==> src/rtl/fifo_basic_pkg.sv <==
// Shared defaults for the fifo_basic storage geometry.
package fifo_basic_pkg;

  localparam int unsigned DefaultDataW = 8;
  localparam int unsigned DefaultDepth = 8;

endpackage

==> src/rtl/fifo_basic_mem.sv <==
// DEPTH x DATA_W storage: synchronous write port, registered read port.
module fifo_basic_mem #(
  parameter  int unsigned DataW = 8,
  parameter  int unsigned Depth = 8,
  localparam int unsigned AddrW = $clog2(Depth)
) (
  input  logic             clk,
  input  logic             rst,
  input  logic             we_i,
  input  logic [AddrW-1:0] waddr_i,
  input  logic [DataW-1:0] wdata_i,
  input  logic             re_i,
  input  logic [AddrW-1:0] raddr_i,
  output logic [DataW-1:0] rdata_o
);

  logic [DataW-1:0] mem_q [Depth];
  logic [DataW-1:0] rdata_q;

  // Array is deliberately not reset; only the read register is.
  always_ff @(posedge clk) begin
    if (we_i) begin
      mem_q[waddr_i] <= wdata_i;
    end
  end

  always_ff @(posedge clk) begin
    if (!rst) begin
      rdata_q <= '0;
    end else if (re_i) begin
      rdata_q <= mem_q[raddr_i];
    end
  end

  assign rdata_o = rdata_q;

endmodule

==> src/rtl/fifo_basic.sv <==
// Synchronous FIFO: pointers, occupancy count and flags around a registered-read memory.
module fifo_basic
  import fifo_basic_pkg::*;
#(
  parameter  int unsigned DATA_W = DefaultDataW,
  parameter  int unsigned DEPTH  = DefaultDepth,
  localparam int unsigned ADDR_W = $clog2(DEPTH)
) (
  input  logic              clk,
  input  logic              rst,
  input  logic              w_en,
  input  logic              r_en,
  input  logic [DATA_W-1:0] in_data,
  output logic [DATA_W-1:0] out_data,
  output logic              full,
  output logic              empty,
  output logic [ADDR_W:0]   count
);

  if (DEPTH < 2 || (DEPTH & (DEPTH - 1)) != 0) begin : g_bad_depth
    $error("fifo_basic: DEPTH must be a power of two and at least 2");
  end

  localparam logic [ADDR_W:0] DepthCnt = (ADDR_W + 1)'(DEPTH);

  logic [ADDR_W-1:0] wr_ptr_q, wr_ptr_d;
  logic [ADDR_W-1:0] rd_ptr_q, rd_ptr_d;
  logic [ADDR_W:0]   count_q, count_d;
  logic              wr_acc, rd_acc;

  assign full   = (count_q == DepthCnt);
  assign empty  = (count_q == '0);
  assign count  = count_q;
  assign wr_acc = w_en && !full;
  assign rd_acc = r_en && !empty;

  // Power-of-two depth lets the pointers wrap by natural overflow.
  always_comb begin
    wr_ptr_d = wr_ptr_q;
    rd_ptr_d = rd_ptr_q;
    count_d  = count_q;
    if (wr_acc) begin
      wr_ptr_d = wr_ptr_q + ADDR_W'(1);
    end
    if (rd_acc) begin
      rd_ptr_d = rd_ptr_q + ADDR_W'(1);
    end
    if (wr_acc && !rd_acc) begin
      count_d = count_q + (ADDR_W + 1)'(1);
    end else if (rd_acc && !wr_acc) begin
      count_d = count_q - (ADDR_W + 1)'(1);
    end
  end

  always_ff @(posedge clk) begin
    if (!rst) begin
      wr_ptr_q <= '0;
      rd_ptr_q <= '0;
      count_q  <= '0;
    end else begin
      wr_ptr_q <= wr_ptr_d;
      rd_ptr_q <= rd_ptr_d;
      count_q  <= count_d;
    end
  end

  fifo_basic_mem #(
    .DataW (DATA_W),
    .Depth (DEPTH)
  ) u_mem (
    .clk     (clk),
    .rst     (rst),
    .we_i    (wr_acc & rst),
    .waddr_i (wr_ptr_q),
    .wdata_i (in_data),
    .re_i    (rd_acc),
    .raddr_i (rd_ptr_q),
    .rdata_o (out_data)
  );

endmodule

==> config.mk <==
export PLATFORM = sky130hd
export DESIGN_NAME = fifo_basic
export DESIGN_NICKNAME = d
export VERILOG_FILES = /design/src/rtl/fifo_basic_pkg.sv /design/src/rtl/fifo_basic_mem.sv /design/src/rtl/fifo_basic.sv
export SDC_FILE = /design/constraint.sdc
export NUM_CORES = 1
export LEC_CHECK = 0
export CAP_MARGIN = 20
export CORE_ASPECT_RATIO = 0.6
export CORE_MARGIN = 3
export CORE_UTILIZATION = 33
export CTS_BUF_LIST = sky130_fd_sc_hd__clkbuf_16
export CTS_CLUSTER_SIZE = 14
export DETAILED_ROUTE_END_ITERATION = 16
export GPL_TIMING_DRIVEN = 1
export MAX_ROUTING_LAYER = met4
export PLACE_DENSITY = 0.57
export REMOVE_ABC_BUFFERS = 1
export SYNTH_ARGS = -nofsm -noshare
export SYNTH_HDL_FRONTEND = slang
export SYNTH_HIERARCHICAL = 1
export SYNTH_SLANG_ARGS = --single-unit
==> constraint.sdc <==
create_clock -name clk -period 3 [get_ports clk]
set_clock_uncertainty 0.15 [all_clocks]
set_input_delay 0.9 -clock clk [delete_from_list [all_inputs] [get_ports clk]]
set_output_delay 0.9 -clock clk [all_outputs]
set_load 0.05 [all_outputs]
## Word-level counts from Yosys, hierarchy flattened

Memory sizes are Yosys's and may differ from the RTL's. A register that Yosys moved wholly into a read port is not among the register bits.
Cells that the tools add are included.

- Output and inout bits: 14
- Bits in registers: 10
- Memory bits (writable): 64
- Input bits: 12
- Memories kept: 1

Memory list:

| memory | depth | width | rd ports | clocked after Yosys merged registers in | wr ports | line | source |
|---|---|---|---|---|---|---|---|
| u_mem.mem_q | 8 | 8 | 1 | 1 | 1 | fifo_basic_mem.sv:17 | `logic [DataW-1:0] mem_q [Depth];` |

- Reduce and logical (&&, ||, !) cells: 11
- Add/subtract/negate cells: 4
- Multiplexer cells: 4
- Equality and inequality tests: 1
- Bitwise logic cells: 1

Operator list:

| operator | count |
|---|---|
| two-way mux 4 bit | 2 |
| adder 3 x 1 -> 3 bit, second input constant | 2 |
| logical NOT 1 bit | 5 |
| adder 4 x 1 -> 4 bit, second input constant | 1 |
| == test 4 bit, second input constant | 1 |
| logical AND 1 bit | 4 |
| logical NOT 4 bit | 1 |
| subtractor 4 x 1 -> 4 bit, second input constant | 1 |
| two-way mux 1 bit | 2 |
| nonzero test 2 bit | 1 |
| bitwise AND 1 bit | 1 |

## Depth between registers and ports, before layout

- Word-level depth: 7
- Mapped depth: 10
- Depth with buffers taken out: 10

## Cells and area by module

The synthesis kept the hierarchy.

Modules (own cells, without submodules):

| module | cells each | sequential area each (um^2) | instances | area each (um^2) |
|---|---|---|---|---|
| fifo_basic_mem | 160 | 2082.0 | 1 | 2788.9 |
| fifo_basic | 59 | 200.2 | 1 | 566.8 |

## Worst setup path after synthesis

OpenSTA, ideal clock, no wires.

- Path type: reg2reg
- Start point: reg count_q[1], in the netlist count[1]
- End point: reg count_q[3], in the netlist count[3]
- Required time: 2.778 ns
- Stages on the path, launching flop included: 10
- Setup time: 0.072 ns
- Path slack: -0.293 ns
- Path buffers: 0
- Data arrival time: 3.071 ns
- Path through: dfxtp_1 nor4_2 nand2b_2 ha_1 inv_1 ha_1 a21oi_1 a211oi_1 a31oi_1 mux2i_1

- Cells in the longest elaborated chain, start to end: 6
- Elaborated cells between the ends (all ways): 15
- Classes of those cells: add/sub (2); eq/ne (1); mux (2); reduce/logical (10)

RTL lines:

| element | line | source |
|---|---|---|
| start: declaration | fifo_basic.sv:28 | `logic [ADDR_W:0] count_q, count_d;` |
| start signal: assignment | fifo_basic.sv:63 | `count_q <= count_d;` |
| logical NOT 4 bit * | fifo_basic.sv:32 | `assign empty = (count_q == '0);` |
| named net empty | fifo_basic.sv:16 | `output logic empty,` |
| logical NOT 1 bit * | fifo_basic.sv:35 | `assign rd_acc = r_en && !empty;` |
| logical AND 1 bit * | fifo_basic.sv:35 |  |
| logical NOT 1 bit | fifo_basic.sv:48 | `if (wr_acc && !rd_acc) begin` |
| logical AND 1 bit | fifo_basic.sv:48 |  |
| two-way mux 4 bit or nonzero test 2 bit (tied branches) | n/a |  |

Mark *: on every way through the listed nets, which the timed path passes. The rest lies on a longest branch. The select of a mux whose other input is x is not followed.
A chain may end at the register's enable or synchronous reset.

## Worst setup path after layout

- Start point: reg count_q[0], in the netlist count[0]
- End point: out count[0]

RTL lines:

| element | line | source |
|---|---|---|
| end: declaration | fifo_basic.sv:17 | `output logic [ADDR_W:0] count` |

No word-level cell between the ends.

==> flow_metrics.py <==
metrics = {
    "clock_tree": {
        "insertion_delay_ns": 0.33,
        "ctsResizeCount": 0,
        "path_clk_slew_ns": 0.06,
        "numCtsBuffers": 9,
        "clock-sinks": 82,
        "htreeDepth": 3,
        "clockBufferDepth": 2,
        "root_buffer": "clkbuf_16",
        "post_cts_buffers": 0,
        "cts_hold_buf": 0,
        "cts_tree": "yes",
    },
    "routing": {
        "final_antenna_net_count": 0,
        "top_layer": "met4",
        "wl_met3_um": 387,
        "drc": 0,
        "firstDrtPassIters": 4,
        "wl_met1_um": 3380,
        "via_per_inst": 4.79,
        "detail_route.wl_per_cell_um": 17.2,
        "vias": 1876,
        "drt-total-wl_um": 6730,
        "route.met2.wl_um": 2910,
        "drtIter0Drc": 90,
    },
    "logic_synthesis": {
        "syn_inst": 219,
        "synth.avg_cell_area_um2": 15.3,
        "yosysSeqAreaShare_pct": 68.0,
        "synth_warnings": 6,
        "synth_cell_types": 38,
        "synth_area_um2": 3360,
        "ys_ff_latch": 82,
    },
    "die": {
        "core-area_um2": 9530,
        "pin_count": 26,
        "dieArea_um2": 11500,
        "fp-row-count": 27,
        "die_w_um": 136,
        "start_util_pct": 35.2,
        "die_y_um": 84.1,
    },
    "global_routing": {
        "grt_pass1_vias": 1786,
        "antenna_found_initial": 0,
        "grt.total_usage_pct": 12.8,
        "grt_start_max_net_pins": 35,
        "overflow": 0,
        "grt_pass1_wl_um": 10300,
    },
    "timing": {
        "max_freq_ghz": 0.366,
        "drv_slew": 0,
        "fin_crit_sh_pct": 91.0,
        "setup_viol": 0,
        "max_slew_margin_pct": 37.4,
        "rsz0062_at_grt": "no",
        "setup_slack_ns": 0.270,
        "period_needed_ns": 2.73,
        "finalHoldViolCount": 0,
        "tightest_slew_ns": 0.936,
    },
    "setup_path": {
        "crit_buf_inv": 1,
        "ff2ff_setup_slack_ns": 0.33,
        "worstPathRequired_ns": 1.95,
        "worstPathMaxFanout": 6,
        "crit_arrival_ns": 1.68,
        "start_kind": "flop",
        "slowest_delay_ns": 0.87,
        "path_delay_family": "buffers and inverters",
        "crit_type": "flop to output port",
        "slowest_stage": "clkdlybuf4s50_1",
        "end_kind": "output port",
        "crit_chain": "clkdlybuf4s50_1",
    },
    "finish": {
        "area_growth_pct": 20.8,
        "layout.nets": 276,
        "nFillCells": 900,
        "diodes": 0,
        "drive_above_1_share_pct": 18.7,
        "design_area_um2": 4050,
    },
    "power": {
        "p_clk_share_pct": 28.6,
        "switching_share_pct": 32.2,
        "switchingPower_w": 0.00116,
        "power_density_nw_per_um2": 886,
        "pwr-share-comb_pct": 32.0,
        "internal-power_w": 0.00244,
        "p_leak_nw": 1.39,
        "ir_drop_v": 0.000485,
        "p_seq_share_pct": 39.3,
    },
    "placed_design": {
        "placed_area_um2": 3770,
        "numPortBuffers": 25,
        "place_ws_ns": -0.0274,
        "routabilityCongestion": 0.744,
        "dpl.hpwl_um": 4210,
    },
    "run": {
        "maxCapViolCount": 0,
    },
    "min_path": {
        "hp-class": "flop to flop",
    },
    "outcome": {
        "outcome": "finished, final reports clean",
    },
}
## cells by family (layout without fill, tap and decap cells)
group,after synthesis,after routing,synth area share [%]
compound gates,38,38,7.53
xor+xnor,6,6,1.57
fa+ha+maj,6,6,2.46
buf+inv,13,56,2.87
flops,82,82,68.0
mux,34,34,10.7
simple gates,40,40,6.82
## final cells by class
type                    instances  area, µm²  area share, %
multi-input cells             124        977           24.1
inverters                       4       15.0          0.370
flip-flops and latches         82       2280           56.3
clock buffers                   9        225           5.56
well taps                     130        163           4.01
clock inverters                 6       51.3           1.27
repair buffers                 37        340           8.40
## sequential cells by signal, indices dropped and copies added, names as in the netlist
name / count
u_mem/mem_q: 64
count: 4
u_mem/rdata_o: 8
rd_ptr_q: 3
wr_ptr_q: 3
## cells in the final DEF (no fill, tap or decap), types with 2 or more instances in the layout
master            n
nor3_1            2
nand2b_1          5
nand3_1           2
o22ai_1           7
and2_1            6
nor2b_1           2
clkbuf_16         9
clkinv_1          2
nand2_1           9
mux2_2           16
a21oi_1           8
ha_1              5
dfxtp_1          18
inv_1             4
clkdlybuf4s50_1  23
mux2i_1          18
nor2_1            8
clkinv_2          2
o21ai_0           9
edfxtp_1         64
xnor2_1           5
a221o_1           7
buf_4            13
## layer usage
layer / track usage (%) / up-vias
li1: - / 912
met1: 17.5 / 923
met2: 17.8 / 35
met3: 4.52 / 6
met4: 4.12 / 0
met5: - / -
## cells in the mapped netlist (all sizes together)
master	count	area share [%]
xnor2	5	1.3
a211oi	1	0.22
a31oi	1	0.19
or4b	1	0.41
a21oi	9	1.5
a22oi	1	0.22
nor2b	2	0.37
dfxtp	18	11
mux2i	18	5.4
nand3	3	0.60
nand2	10	1.3
a21boi	2	0.45
mux2	16	5.4
xor2	1	0.26
nand2b	6	1.2
fa	1	0.60
o22ai	7	1.3
ha	5	1.9
and3	1	0.22
o221ai	1	0.26
nor3	2	0.30
nor2	8	0.89
o21ai	9	1.3
buf	5	2.0
and2	6	1.1
inv	4	0.45
edfxtp	64	57
clkbuf	4	0.45
nor4	1	0.37
a221o	7	2.1
## power by group through the flow
stage          clock network, W  logic, W  registers, W
6_report                0.00103   0.00115       0.00141
5_1_grt                 0.00110   0.00124       0.00143
3_3_place_gp                  0   0.00115       0.00144
4_1_cts                 0.00105   0.00116       0.00141
3_5_place_dp                  0   0.00116       0.00144
2_1_floorplan                 0  0.000548       0.00171
## per-stage QoR
step | std cells | TNS [ns] | utilization (%) | hold WS (ns) | power (W)
after global placement | 377 | 0 | 39.6 | 0.352 | 0.00259
after floorplan | 210 | -0.416 | - | 0.338 | 0.00226
after global routing | 392 | 0 | 42.6 | 0.401 | 0.00377
after CTS | 392 | 0 | 42.5 | 0.375 | 0.00363
final | 392 | 0 | 42.6 | 0.368 | 0.00359
after detailed placement | 377 | -0.0274 | 39.6 | 0.367 | 0.00260
## worst paths after layout
| path | startpoint | depth (start not counted) | endpoint |
|---|---|---|---|
| min | count[3] | 2 | count[3] |
| max | count[0] | 1 | count[0] |
| min reg2reg | count[3] | 2 | count[3] |
| max reg2reg | count[1] | 10 | count[3] |
Power figures use the tool's default switching activity.
